## src/rtl/shift_and_subtract_binary_divider.sv

```systemverilog
// ---------------------------------------------------------------------------
// shift_and_subtract_binary_divider
//
// Sequential restoring divider for unsigned operands. It computes Q = A / B
// and R = A % B, one quotient bit per clock, MSB first. It is the inverse
// datapath of the shift-and-add multiplier.
//
// Handshake
//   start is sampled only in IDLE or DONE. A normal division takes m cycles
//   after the accepting edge. A divide by zero finishes on the accepting edge
//   itself. A start held high in the DONE cycle is accepted, so back-to-back
//   operations give one result every m+1 cycles.
//
// Parameters
//   m : dividend / quotient width (m >= n >= 2)
//   n : divisor / remainder width
//
// Ports
//   clk          in   clock, rising edge
//   rst          in   synchronous active-high reset, priority over start
//   start        in   operation request
//   A [m-1:0]    in   dividend, latched on the accepted start edge
//   B [n-1:0]    in   divisor, latched on the accepted start edge
//   Q [m-1:0]    out  quotient, registered, updated only with done
//   R [n-1:0]    out  remainder, registered, updated only with done
//   busy         out  high while an iteration sequence is running
//   done         out  one-cycle pulse when Q/R are updated
//   div_by_zero  out  set with done for B==0, held until the next accepted start
//
// Optional build macro
//   DIV_EARLY_EXIT_EN : when defined, a start with B != 0 and A < B skips the
//                       iterations. It returns Q=0 and R=A on the accepting edge.
// ---------------------------------------------------------------------------
module shift_and_subtract_binary_divider #(
    parameter int m = 16,
    parameter int n = 8
) (
    input  logic         clk,
    input  logic         rst,
    input  logic         start,
    input  logic [m-1:0] A,
    input  logic [n-1:0] B,
    output logic [m-1:0] Q,
    output logic [n-1:0] R,
    output logic         busy,
    output logic         done,
    output logic         div_by_zero
);

    localparam int CW = $clog2(m) + 1;

    typedef enum logic [1:0] {
        S_IDLE = 2'd0,
        S_RUN  = 2'd1,
        S_DONE = 2'd2
    } state_t;

    state_t          state_q, state_d;
    logic [m-1:0]    dvd_q, dvd_d;     // dividend shifting out, quotient shifting in
    logic [n-1:0]    dvs_q, dvs_d;     // latched divisor
    logic [n-1:0]    rem_q, rem_d;     // partial remainder, always < divisor
    logic [CW-1:0]   cnt_q, cnt_d;     // iteration counter
    logic [m-1:0]    q_q, q_d;
    logic [n-1:0]    r_q, r_d;
    logic            done_q, done_d;
    logic            dbz_q, dbz_d;

    // ---------------------------------------------------------------------
    // One restoring iteration.
    // The stored remainder is kept below the divisor, so it fits in n bits.
    // The shifted value needs n+1 bits. Subtracting the divisor from that
    // (n+1)-bit value cannot overflow. Because shifted < 2*divisor, the MSB
    // of the difference is exactly the borrow, so it doubles as the
    // "rem >= divisor" compare.
    // ---------------------------------------------------------------------
    logic [n:0]      rem_shift;
    logic [n:0]      rem_sub;
    logic            q_bit;
    logic [n-1:0]    rem_iter;
    logic [m-1:0]    dvd_iter;

    always_comb begin
        rem_shift = {rem_q, dvd_q[m-1]};
        rem_sub   = rem_shift - {1'b0, dvs_q};
        q_bit     = ~rem_sub[n];
        rem_iter  = q_bit ? rem_sub[n-1:0] : rem_shift[n-1:0];
        dvd_iter  = {dvd_q[m-2:0], q_bit};
    end

    // ---------------------------------------------------------------------
    // State and datapath registers
    // ---------------------------------------------------------------------
    always_ff @(posedge clk) begin
        if (rst) begin
            state_q <= S_IDLE;
            dvd_q   <= '0;
            dvs_q   <= '0;
            rem_q   <= '0;
            cnt_q   <= '0;
            q_q     <= '0;
            r_q     <= '0;
            done_q  <= 1'b0;
            dbz_q   <= 1'b0;
        end else begin
            state_q <= state_d;
            dvd_q   <= dvd_d;
            dvs_q   <= dvs_d;
            rem_q   <= rem_d;
            cnt_q   <= cnt_d;
            q_q     <= q_d;
            r_q     <= r_d;
            done_q  <= done_d;
            dbz_q   <= dbz_d;
        end
    end

    // ---------------------------------------------------------------------
    // Next-state logic
    // ---------------------------------------------------------------------
    always_comb begin
        state_d = state_q;
        dvd_d   = dvd_q;
        dvs_d   = dvs_q;
        rem_d   = rem_q;
        cnt_d   = cnt_q;
        q_d     = q_q;
        r_d     = r_q;
        done_d  = 1'b0;          // done is a single-cycle pulse
        dbz_d   = dbz_q;

        case (state_q)
            S_IDLE, S_DONE: begin
                if (start) begin
                    dvd_d = A;
                    dvs_d = B;
                    rem_d = '0;
                    cnt_d = '0;
                    dbz_d = 1'b0;
                    if (B == '0) begin
                        // Divide by zero completes on the accepting edge.
                        state_d = S_DONE;
                        q_d     = '1;
                        r_d     = '0;
                        dbz_d   = 1'b1;
                        done_d  = 1'b1;
                    end
`ifdef DIV_EARLY_EXIT_EN
                    else if (A < m'(B)) begin
                        // The quotient is zero, so the remainder is A itself.
                        state_d = S_DONE;
                        q_d     = '0;
                        r_d     = A[n-1:0];
                        done_d  = 1'b1;
                    end
`endif
                    else begin
                        state_d = S_RUN;
                    end
                end else begin
                    state_d = S_IDLE;
                end
            end

            S_RUN: begin
                rem_d = rem_iter;
                dvd_d = dvd_iter;
                cnt_d = cnt_q + CW'(1);
                if (cnt_q == CW'(m - 1)) begin
                    // The last iteration's result goes straight to the outputs.
                    // Done therefore lands exactly m edges after the start edge.
                    q_d     = dvd_iter;
                    r_d     = rem_iter;
                    done_d  = 1'b1;
                    dbz_d   = 1'b0;
                    state_d = S_DONE;
                end
            end

            default: begin
                state_d = S_IDLE;
            end
        endcase
    end

    assign Q           = q_q;
    assign R           = r_q;
    assign busy        = (state_q == S_RUN);
    assign done        = done_q;
    assign div_by_zero = dbz_q;

endmodule

```

## config.mk

```make
export PLATFORM = sky130hd
export DESIGN_NAME = shift_and_subtract_binary_divider
export DESIGN_NICKNAME = d
export VERILOG_FILES = /design/src/rtl/shift_and_subtract_binary_divider.sv
export SDC_FILE = /design/constraint.sdc
export NUM_CORES = 1
export LEC_CHECK = 0
export ABC_AREA = 1
export CORE_ASPECT_RATIO = 0.8
export CORE_UTILIZATION = 55
export CTS_BUF_LIST = sky130_fd_sc_hd__clkbuf_8
export DETAILED_ROUTE_END_ITERATION = 16
export PLACE_DENSITY = 0.81
export SLEW_MARGIN = 20
export SYNTH_ARGS = -nofsm -noshare
export SYNTH_HDL_FRONTEND = slang
export SYNTH_SLANG_ARGS = --single-unit
```

## constraint.sdc

```tcl
create_clock -name clk -period 2.4 [get_ports clk]
set_input_delay 0.24 -clock clk [delete_from_list [all_inputs] [get_ports clk]]
set_output_delay 0.24 -clock clk [all_outputs]
set_load 0.01 [all_outputs]
```

Word-level counts from Yosys, hierarchy flattened
Cells that the tools add are included.
{"block": "classes", "add_sub_neg": 2, "n_mux": 26, "n_bitwise": 1, "n_reduce_logical": 8, "n_eq_ne": 6}
{"operator": "$mux 16", "n": 4}
{"operator": "$pmux 16 s2", "n": 2}
{"operator": "$mux 8", "n": 5}
{"operator": "$pmux 8 s2", "n": 2}
{"operator": "$pmux 5 s2", "n": 1}
{"operator": "$sub 9x8->9", "n": 1}
{"operator": "$logic_not 8->1", "n": 1}
{"operator": "$mux 2", "n": 3}
{"operator": "$add 5x1->5 const B", "n": 1}
{"operator": "$eq 5x4->1 const B", "n": 1}
{"operator": "$mux 1", "n": 5}
{"operator": "$mux 5", "n": 1}
{"operator": "$ne 2x2->1 const B", "n": 2}
{"operator": "$pmux 1 s2", "n": 2}
{"operator": "$pmux 2 s2", "n": 1}
{"operator": "$reduce_and 2->1", "n": 2}
{"operator": "$reduce_and 4->1", "n": 1}
{"operator": "$reduce_and 3->1", "n": 1}
{"operator": "$eq 2x1->1 const B", "n": 1}
{"operator": "$eq 2x2->1 const B", "n": 1}
{"operator": "$logic_not 2->1", "n": 1}
{"operator": "$ne 2x1->1 const B", "n": 1}
{"operator": "$reduce_bool 2->1", "n": 1}
{"operator": "$reduce_or 2->1", "n": 1}
{"operator": "$not 1->1", "n": 1}
{"block": "totals", "regBits": 65, "elab_cells": 52, "output_inout_bits": 27}

Depth between registers and ports, before layout
Gate-level depths: netlist (run 1).
{"block": "depth", "ltp_word": 4, "depth_mapped": 14, "ltp_nobuf": 14}

Least setup slack after synthesis (run 1)
Ideal clock, no wire load.
{"block": "synth_timing", "path_type": "register to register", "start": "register dvd_q[15]", "end": "register rem_q[7]", "n_path_buf": 0, "setup_slack_ns": 0.623, "setup_time_ns": 0.109, "stages_incl_launch_ff": 15, "arrival_time_ns": 1.668, "period_less_slack_ns": 1.777, "cell_sequence": "dfxtp_1 inv_1 ha_1 inv_1 fa_1 nand2_1 nand2_1 nand3_1 nand2_1 nand2_1 nand2_2 nand3_1 nand3_1 nand2_1 inv_1"}
{"block": "synth_via", "elab_chain_len": 3}
{"element": "start: declaration", "line_no": "59", "rtl": "logic [m-1:0] dvd_q, dvd_d;"}
{"element": "start signal: assignment", "line_no": "106", "rtl": "dvd_q <= dvd_d;"}
{"element": "$sub 9x8->9", "line_no": "84", "rtl": "rem_sub = rem_shift - {1'b0, dvs_q};"}
{"element": "$mux 8", "line_no": "86", "rtl": "rem_iter = q_bit ? rem_sub[n-1:0] : rem_shift[n-1:0];"}
{"element": "$pmux 8 s2", "line_no": "131", "rtl": "case (state_q)"}
{"element": "end signal: assignment", "line_no": "108", "rtl": "rem_q <= rem_d;"}
{"element": "end: declaration", "line_no": "61", "rtl": "logic [n-1:0] rem_q, rem_d;"}
No other way between the ends.
A chain may end at the register's enable or synchronous reset.

Worst setup path after layout (run 1)
{"block": "layout_timing", "start": "register state_q[0]", "end": "output busy"}
{"block": "layout_via", "elab_chain_len": 1}
{"element": "start: declaration", "line_no": "58", "rtl": "state_t state_q, state_d;"}
{"element": "start signal: assignment", "line_no": "105", "rtl": "state_q <= state_d;"}
{"element": "$eq 2x1->1", "line_no": "187", "rtl": "assign busy = (state_q == S_RUN);"}
{"element": "end: declaration", "line_no": "45", "rtl": "output logic busy,"}
No other way between the ends.

==> results by stage, run 1 <==
Critical path:
- At the worst endpoint, the required time is between 2000 and 2500 ps.
- The start of the worst register-to-register path is dvd_q[15]$_SDFFE_PP0P_.
- The number of cells on the worst reg-to-reg path is 14.
- The worst setup path is of the reg -> out kind.
- The kind of launch point of the worst setup path is a flop.
- The register-to-register setup slack is 300 ps.
- The biggest fanout along the worst timing path is 33.
- The type of destination of the critical path is a primary output.
- The worst register-to-register path ends at rem_q[3]$_SDFFE_PP0P_.
- For the worst setup path, the data arrival time is 1900 ps.

Power:
- The internal power of the cells totals between 2 and 2.5 mW.
- The analysis attributes to net switching a power of 0.9004 mW.
- The worst-case IR drop observed on VDD is 0.4932 mV.
- The total power consumption of the routed design is 2.971 mW.
- The relative contribution of sequential cells to total power is roughly two fifths.
- Power spread over the standard cell area amounts to 751.8 nW/um2.
- Of the total power, the share spent switching nets is 30.30%.
- The leakage power summed over all cells is 1.763 nW.
- The share of power burned in combinational logic is 23.3%.
- The clock group share of total power is approximately 36%.

Place:
- Input and output buffers added on the ports amount to between 50 and 60.
- The worst setup slack before clock tree synthesis is 347.8 ps.
- The half-perimeter wire length of the detailed placement result is ~5200 um.
- The routability congestion estimate from global placement is 0.8409.

Final layout:
- In the final design database the tool counted 530 nets.
- The fraction of layout instances using a drive strength above 1 is 10.26%.
- The final antenna diode count is 0.
- Fill cells in the final layout number 459.
- The signed area change from the synthesized netlist to the final layout is 25.76%.

STA:
- In the post-route analysis, the smallest setup slack over all paths is 256.2 ps.
- The sum of negative setup slack is 0 ps.
- Derived from the worst setup path, the maximum achievable clock frequency is about 470 MHz.
- Setup repair after global routing left no endpoint under its margin.
- The final count of pins violating max slew was 0.
- Final hold analysis gives a worst-case slack of 463.1 ps.
- Setup violations remaining at the end of the flow were counted as 0.
- The minimum period implied by the final worst setup slack is 2144 ps.
- For the pin with the worst max-slew slack, the measured transition is 335.3 ps.
- The final number of hold-violating endpoints was 0.
- The clock skew after layout is between 5 and 6 ps.
- The part of the cycle the worst path needs is 89.33%.
- The worst max-slew margin expressed relative to the limit is 77.65%.

Logic synthesis:
- In this run the mean area of a mapped cell was 7.111 um2.
- By count the netlist is led by 76 x sky130_fd_sc_hd__nor2_1, 66 x sky130_fd_sc_hd__nand2_1, 65 x sky130_fd_sc_hd__dfxtp_1, 49 x sky130_fd_sc_hd__inv_1, 41 x sky130_fd_sc_hd__nand3_1.
- The post-synthesis cell type with the largest combined area is sky130_fd_sc_hd__dfxtp_1.
- Of the post-synthesis cell area, the part taken by muxes is 0%.
- The simple logic cell fraction of the synthesized area is between 30 and 40%.
- Counting every net in the synthesized netlist gives between 400 and 500.
- The adder-cell share of the synthesized area is 4.618%.
- Yosys attributes the largest share of cell area to sky130_fd_sc_hd__dfxtp_1 41%, sky130_fd_sc_hd__nor2_1 9.1%, sky130_fd_sc_hd__nand2_1 7.9%.
- The cell area that synthesis handed to floorplanning was ~3100 um2.
- The synthesized design devotes to its leading area cell type 41.40% of total area.
- The parity-gate share of the synthesized area counting xor and xnor cells is 0.8360%.
- After synthesis, the largest family of logic cells by area is simple AND/OR/NAND/NOR gates.
- The sequential cell area fraction in the yosys report is 41.40%.
- The most frequently used cell type in the post-synthesis netlist is sky130_fd_sc_hd__nor2_1.
- The netlist uses 30 different library cells.
- The count of synthesis-stage warnings from yosys is 0.
- The count of state elements after synthesis is 65.
- The post-synthesis async set-or-reset flop share is 0%.
- The compound-cell area share of the yosys netlist is 11.62%.
- Yosys mapped a number of flops with a built-in enable equal to 0.
- The post-synthesis instance total is 442.
- The predominant post-synthesis flop cell is sky130_fd_sc_hd__dfxtp_1.

Min path:
- The worst hold path terminates at dvs_q[2]$_SDFFE_PP0P_.
- The worst hold path cell count is 2.
- The critical hold path startpoint is dvs_q[2]$_SDFFE_PP0P_.
- The class of the most critical hold timing path is reg -> reg.

Clock tree:
- The number of gates resized after CTS was 0.
- The longest clock path from root to sink contains 2 buffers.
- After clock tree synthesis, the clock-pin slew on the worst setup and hold paths is around 70 ps.
- The H-tree generated during clock tree synthesis spans 3 levels.
- The clock tree root driver cell is sky130_fd_sc_hd__clkbuf_8.
- For this design, the CTS-stage hold fixing added 0 buffers.
- The number of setup buffers added after CTS is 0.
- The number of buffers created by CTS is 9.
- The TritonCTS clock tree is yes.
- The number of sinks handled by clock tree synthesis is 65.
- The clock latency on the worst-skew pair is approximately 340 ps.

Route:
- The detailed-routing iteration count for the pre-antenna-repair pass is 5.
- For this block, the initial DRC count from the detailed router was 217.
- The detailed-route via count is 2966.
- The routed wire length per instance is about 13 um.
- The detail-routed via count per cell is 5.158.
- The count of nets left with antenna violations once routing finished came out at 0.
- The final wirelength is 7534 um.
- The remaining routing DRC violations is 0.

Global route:
- The via count of the first global-routing pass is 2714.
- The number of antenna violations at the first check in global routing came to 0.
- The global route total overflow is 0.
- The first global-routing pass estimated roughly 13000 um of wire.
- In the global route stage, overall resource usage came out at 27.42%.
- The pin count of the biggest net entering global routing is 34.

Floorplan:
- The area of the core is 5465 um2.
- In this run the core area contains 24 standard-cell rows.
- The effective utilization at floorplan is 57.51%.
- The die boundary width is 86.52 um.
- The die is 69.62 um tall.
- The die footprint is 6023 um2.
- The count of boundary I/O pins is 54.

Outcome:
- The run finished with clean final reports.

Job:
- The max capacitance violation total is 0.
-- worst max path at each step --
stage | startpoint | end
2_1_floorplan | dvd_q[15]$_SDFFE_PP0P_ | rem_q[7]$_SDFFE_PP0P_
3_3_place_gp | dvd_q[15]$_SDFFE_PP0P_ | rem_q[3]$_SDFFE_PP0P_
3_5_place_dp | dvd_q[15]$_SDFFE_PP0P_ | rem_q[0]$_SDFFE_PP0P_
4_1_cts | state_q[0]$_SDFFE_PP0N_ | busy
5_1_grt | dvd_q[15]$_SDFFE_PP0P_ | R[3]$_SDFFE_PP0P_
6_report | state_q[0]$_SDFFE_PP0N_ | busy
-- through the flow --
step | instances | cell area (um2) | util (%)
2_1_floorplan | 442 | 3143 | -
3_3_place_gp | 559 | 3724 | 68.13
3_5_place_dp | 559 | 3724 | 68.13
4_1_cts | 575 | 3953 | 72.32
5_1_grt | 575 | 3953 | 72.32
6_report | 575 | 3953 | 72.32
-- sequential cells by signal (all words and copies together) (netlist names) --
signal       flops
Q               16
R                8
cnt_q            5
div_by_zero      1
done             1
dvd_q           16
dvs_q            8
rem_q            8
state_q          2
-- cells by family after synthesis --
group | Yosys count
xor gates and xnor gates | 3
adders and majority gates | 11
and+or+nand+nor | 224
buffers and inverters | 75
AOI/OAI and AO/OA | 64
DFF | 65
-- area by class of cell --
type | count | area [um2] | area share, %
Sequential cell | 65 | 1301 | 32.92
Timing Repair Buffer | 60 | 595.6 | 15.07
Clock inverter | 6 | 91.34 | 2.311
Inverter | 54 | 207.7 | 5.255
Multi-Input combinational cell | 302 | 1521 | 38.49
Clock buffer | 10 | 137.6 | 3.482
Tap cell | 78 | 97.59 | 2.469
-- layout by cell type, fill, tap and decap left out, types with 2 or more instances in the layout --
master,count
sky130_fd_sc_hd__nor2_1,76
sky130_fd_sc_hd__buf_4,6
sky130_fd_sc_hd__inv_1,49
sky130_fd_sc_hd__nor3_1,16
sky130_fd_sc_hd__o21ai_0,25
sky130_fd_sc_hd__nor2_4,2
sky130_fd_sc_hd__ha_1,10
sky130_fd_sc_hd__clkinvlp_4,3
sky130_fd_sc_hd__bufinv_16,2
sky130_fd_sc_hd__dfxtp_1,65
sky130_fd_sc_hd__nand3_1,41
sky130_fd_sc_hd__clkdlybuf4s50_1,53
sky130_fd_sc_hd__xor2_1,2
sky130_fd_sc_hd__nand2_2,4
sky130_fd_sc_hd__or2_2,16
sky130_fd_sc_hd__o211ai_1,15
sky130_fd_sc_hd__a21oi_1,17
sky130_fd_sc_hd__inv_2,3
sky130_fd_sc_hd__nand2_1,66
sky130_fd_sc_hd__clkbuf_8,10
sky130_fd_sc_hd__o21ai_1,4
sky130_fd_sc_hd__inv_4,2
-- metal layers --
| layer | global-route usage [%] | vias to the layer above | part of all wire, % |
|---|---|---|---|
| met5 | 0 | - | 0 |
| li1 | - | 1523 | - |
| met1 | 38.28 | 1343 | 47 |
| met2 | 42.15 | 92 | 46 |
| met4 | 9.074 | 0 | 1.3 |
| met3 | 5.833 | 8 | 5.7 |
-- power groups by stage --
stage,Combinational (mW),Sequential (mW),Clock [mW]
2_1_floorplan,0.452,1.25,0
3_3_place_gp,0.666,1.24,0
3_5_place_dp,0.683,1.25,0
4_1_cts,0.687,1.22,1.07
5_1_grt,0.775,1.23,1.11
6_report,0.691,1.22,1.06
-- critical path, stage by stage, from the launching register on --
cell and delay [ps]:
sky130_fd_sc_hd__dfxtp_1 350, sky130_fd_sc_hd__inv_2 60, sky130_fd_sc_hd__nor2_4 170, sky130_fd_sc_hd__buf_4 360, sky130_fd_sc_hd__clkdlybuf4s50_1 600
Power figures use the tool's default switching activity.
==> run 2: changes to the inputs <==
--- a/config.mk
+++ b/config.mk
@@ -7,10 +7,12 @@
 export LEC_CHECK = 0
 export ABC_AREA = 1
 export CORE_ASPECT_RATIO = 0.8
-export CORE_UTILIZATION = 55
+export CORE_UTILIZATION = 49
 export CTS_BUF_LIST = sky130_fd_sc_hd__clkbuf_8
 export DETAILED_ROUTE_END_ITERATION = 16
-export PLACE_DENSITY = 0.81
+export GPL_TIMING_DRIVEN = 0
+export HOLD_SLACK_MARGIN = 0.02
+export PLACE_DENSITY = 0.77
 export SLEW_MARGIN = 20
 export SYNTH_ARGS = -nofsm -noshare
 export SYNTH_HDL_FRONTEND = slang
==> constraint.sdc (replaced) <==
create_clock -name clk -period 1.75 [get_ports clk]
set_input_delay 0.175 -clock clk [delete_from_list [all_inputs] [get_ports clk]]
set_output_delay 0.175 -clock clk [all_outputs]
set_load 0.01 [all_outputs]
==> run 2 against run 1 <==
Compared with the run above:
- the flow now finishes with violations (setup timing)
- sequential share of layout area down 4.6 points
- critical path depth rose by 7
- non-clock buffer count rose by 28
- cell count grew 5.7%
- core utilization rose by 4.1 points
- count of clock-buffer cells in the layout did not move
- worst setup slack worse by 370 ps
- register-to-register slack worse by 410 ps
- largest cell class unchanged
- largest power group unchanged
==> results by stage, run 2 (synthesized netlist as in run 1, its figures left out) <==
Outcome:
- The flow ran to the end, but the final reports show violations.
- The checks that failed: setup timing.

Clock tree:
- The cell sitting at the root of the clock tree is a sky130_fd_sc_hd__clkbuf_8.
- The number of sinks handled by clock tree synthesis is 65 (unchanged).
- The number of buffers created by CTS came to 9 (unchanged).
- The TritonCTS clock tree is yes.
- The hold-fix buffer count after cts is 0 (unchanged).
- The clock latency on the worst-skew pair is 350 ps (about the same).
- The number of H-tree levels was 3 (unchanged).
- The clock transition time at the flip-flop clock pins of the worst setup and hold paths came to 70 ps (about the same).
- The buffer depth of the longest clock path is 2 (unchanged).

Global route:
- The number of antenna violations at the first check in global routing is 0 (unchanged).
- The global router's overall resource usage is 28.08% (+0.66 points).
- The global route total overflow is 0 (unchanged).
- The pin count of the biggest net entering global routing came to 18 (-47%).
- The via count of the first global-routing pass came to 3002 (+11%).
- The wire length of the first global-routing pass is 14320 um (+11%).

Min path:
- The min-delay analysis places its worst path in the category in -> reg.

STA:
- The clock skew after layout is 5.783 ps (+0.3211 ps).
- The final number of hold-violating endpoints is 0 (unchanged).
- The worst setup margin is -113.2 ps (-369.4 ps).
- The actual slew at the worst max-slew pin is 628.8 ps (+293.5 ps).
- The part of the cycle the worst path needs is 106.5%.
- The fmax is 536.7 MHz.
- Setup repair after global routing could not meet its margin everywhere.
- The final count of negative-setup-slack endpoints is 31 (+31).
- For the finished layout, the period the worst path requires is roughly 1900 ps.
- The worst max-slew margin expressed relative to the limit is 58.08% (-20 points).
- The final count of pins violating max slew came to 0 (unchanged).

Floorplan:
- The die footprint is 6741 um2 (+12%).
- The die boundary height is 73.64 um (+5.8%).
- The die boundary width is 91.54 um (+5.8%).
- The count of boundary I/O pins was 54 (unchanged).
- The number of standard-cell rows in the floorplan is 25 (+4.2%).
- The area of the core is 6037 um2 (+10%).
- The effective utilization at floorplan is 52.06% (-5.4 points).

Route:
- The detailed-routing iteration count for the pre-antenna-repair pass came to 5 (unchanged).
- The detailed-route via count came to 3324 (+12%).
- The antenna violation net count after detailed routing is 0 (unchanged).
- The remaining routing DRC violations was 0 (unchanged).
- The detail-routed via count per cell is 5.467 (+6.0%).
- The routed wire length per instance is 16.24 um (+24%).
- The final wirelength came to 9873 um (+31%).
- The number of DRC markers after the initial detailed-route iteration is 251 (+16%).

Power:
- The power density normalized to cell area is 958.6 nW/um2 (+28%).
- The worst-case vdd ir drop is 0.5863 mV (+19%).
- The total power consumption of the routed design was 4.423 mW (+49%).
- The leakage power summed over all cells is 1.994 nW (+13%).

Critical path:
- The worst path required time is 2020 ps (-140 ps).
- By startpoint and endpoint, the worst setup path is classified as reg -> reg.
- The data arrival time of the critical path came to 2130 ps (+230 ps).
- The type of destination of the critical path is a flop.
- The worst setup path is launched from a flop.
- The biggest fanout along the worst timing path is 9 (-73%).

Final layout:
- In the layout the commonest cells are 68 x sky130_fd_sc_hd__nor2_1, 59 x sky130_fd_sc_hd__dfxtp_1, 57 x sky130_fd_sc_hd__nand2_1, 51 x sky130_fd_sc_hd__clkdlybuf4s50_1, 42 x sky130_fd_sc_hd__inv_1.
- The fraction of layout instances using a drive strength above 1 is 27.70% (+17 points).
- The library cell used most frequently in the layout, excluding fill and tap cells, is sky130_fd_sc_hd__nor2_1.
- The number of nets in the layout is 560 (+5.7%).
- The final design instance area without fill is 4614 um2 (+17%).
- Compared with the post-synthesis result, the final layout area differs by 46.82%.
- The final antenna diode count is 0 (unchanged).

Place:
- The total cell area at the placement stage was 3767 um2 (+1.2%).
- The routability congestion estimate from global placement is 0.8252 (-1.9%).
- The half-perimeter wire length of the detailed placement result is 6004 um (+15%).
- The count of buffers inserted at the top-level ports was 52 (-1.9%).

Job:
- The max capacitance violation total is 0 (unchanged).
## run 2: path summary, 6_finish.rpt
kind                                            start                     to  slack, ps  cells past startpoint
worst min-delay path                              rst      R[4]$_SDFFE_PP0P_        370                      4
worst max-delay path            cnt_q[0]$_SDFFE_PP0P_      Q[0]$_SDFFE_PP0P_       -110                     11
worst min register to register  cnt_q[4]$_SDFFE_PP0P_  cnt_q[4]$_SDFFE_PP0P_        470                      2
worst max register to register  cnt_q[0]$_SDFFE_PP0P_      Q[0]$_SDFFE_PP0P_       -110                     11
## run 2: area by class of cell
class,instances,area [um2]
Multi-Input combinational cell,304,1961
Fill cell,408,1423
Clock buffer,10,137.6
Timing Repair Buffer,68,686.9
Sequential cell,65,1309
Tap cell,81,101.3
Buffer,20,147.6
Clock inverter,6,58.81
Inverter,54,212.7
## run 2: power by group
part | leakage, nW | total, mW | internal (mW) | switching (mW)
clock network | 0.0995 | 1.29 | 0.686 | 0.602
logic | 1.36 | 1.44 | 0.596 | 0.842
registers | 0.536 | 1.70 | 1.61 | 0.0881
total | 1.99 | 4.42 | 2.89 | 1.53
## run 2: through the flow
step	worst slack [ps]	util, %	hold WS, ps	instances	TNS, ps
CTS	-104.2	72.21	327.6	606	-1149
global placement	-220.5	62.40	451.9	575	-4299
detailed placement	-284.2	62.40	461.5	575	-6350
global route	-201.1	76.44	390.5	608	-4275
finish	-113.2	76.44	369.5	608	-1666
floorplan	24.59	-	317.1	442	0
## run 2: timing repair
action | 4_1_cts | 5_1_grt
setup buffers | 13 | 1
gates cloned | 3 | 1
endpoints found under the hold margin | 0 | 0
pin swaps | 21 | 15
resized for setup | 68 | 57
setup endpoints to repair | 36 | 35
## run 2: worst max-delay path: stages, from the launching register on
cell	delay, ps
sky130_fd_sc_hd__dfxtp_2	340
sky130_fd_sc_hd__ha_4	160
sky130_fd_sc_hd__inv_2	70
sky130_fd_sc_hd__nor3_4	50
sky130_fd_sc_hd__ha_2	170
sky130_fd_sc_hd__or2_4	240
sky130_fd_sc_hd__nand2_2	100
sky130_fd_sc_hd__nor2_4	40
sky130_fd_sc_hd__buf_12	150
sky130_fd_sc_hd__buf_8	140
sky130_fd_sc_hd__buf_4	140
sky130_fd_sc_hd__a31oi_1	190
## run 2: per-layer routing
metal  wire (um)  global-route usage (%)  vias to the layer above
met2        4775                   47.62                      156
met1        4005                   35.36                     1550
li1            -                       -                     1587
met5           0                       0                        -
met4         280                   8.113                        0
met3         812                   7.660                       31
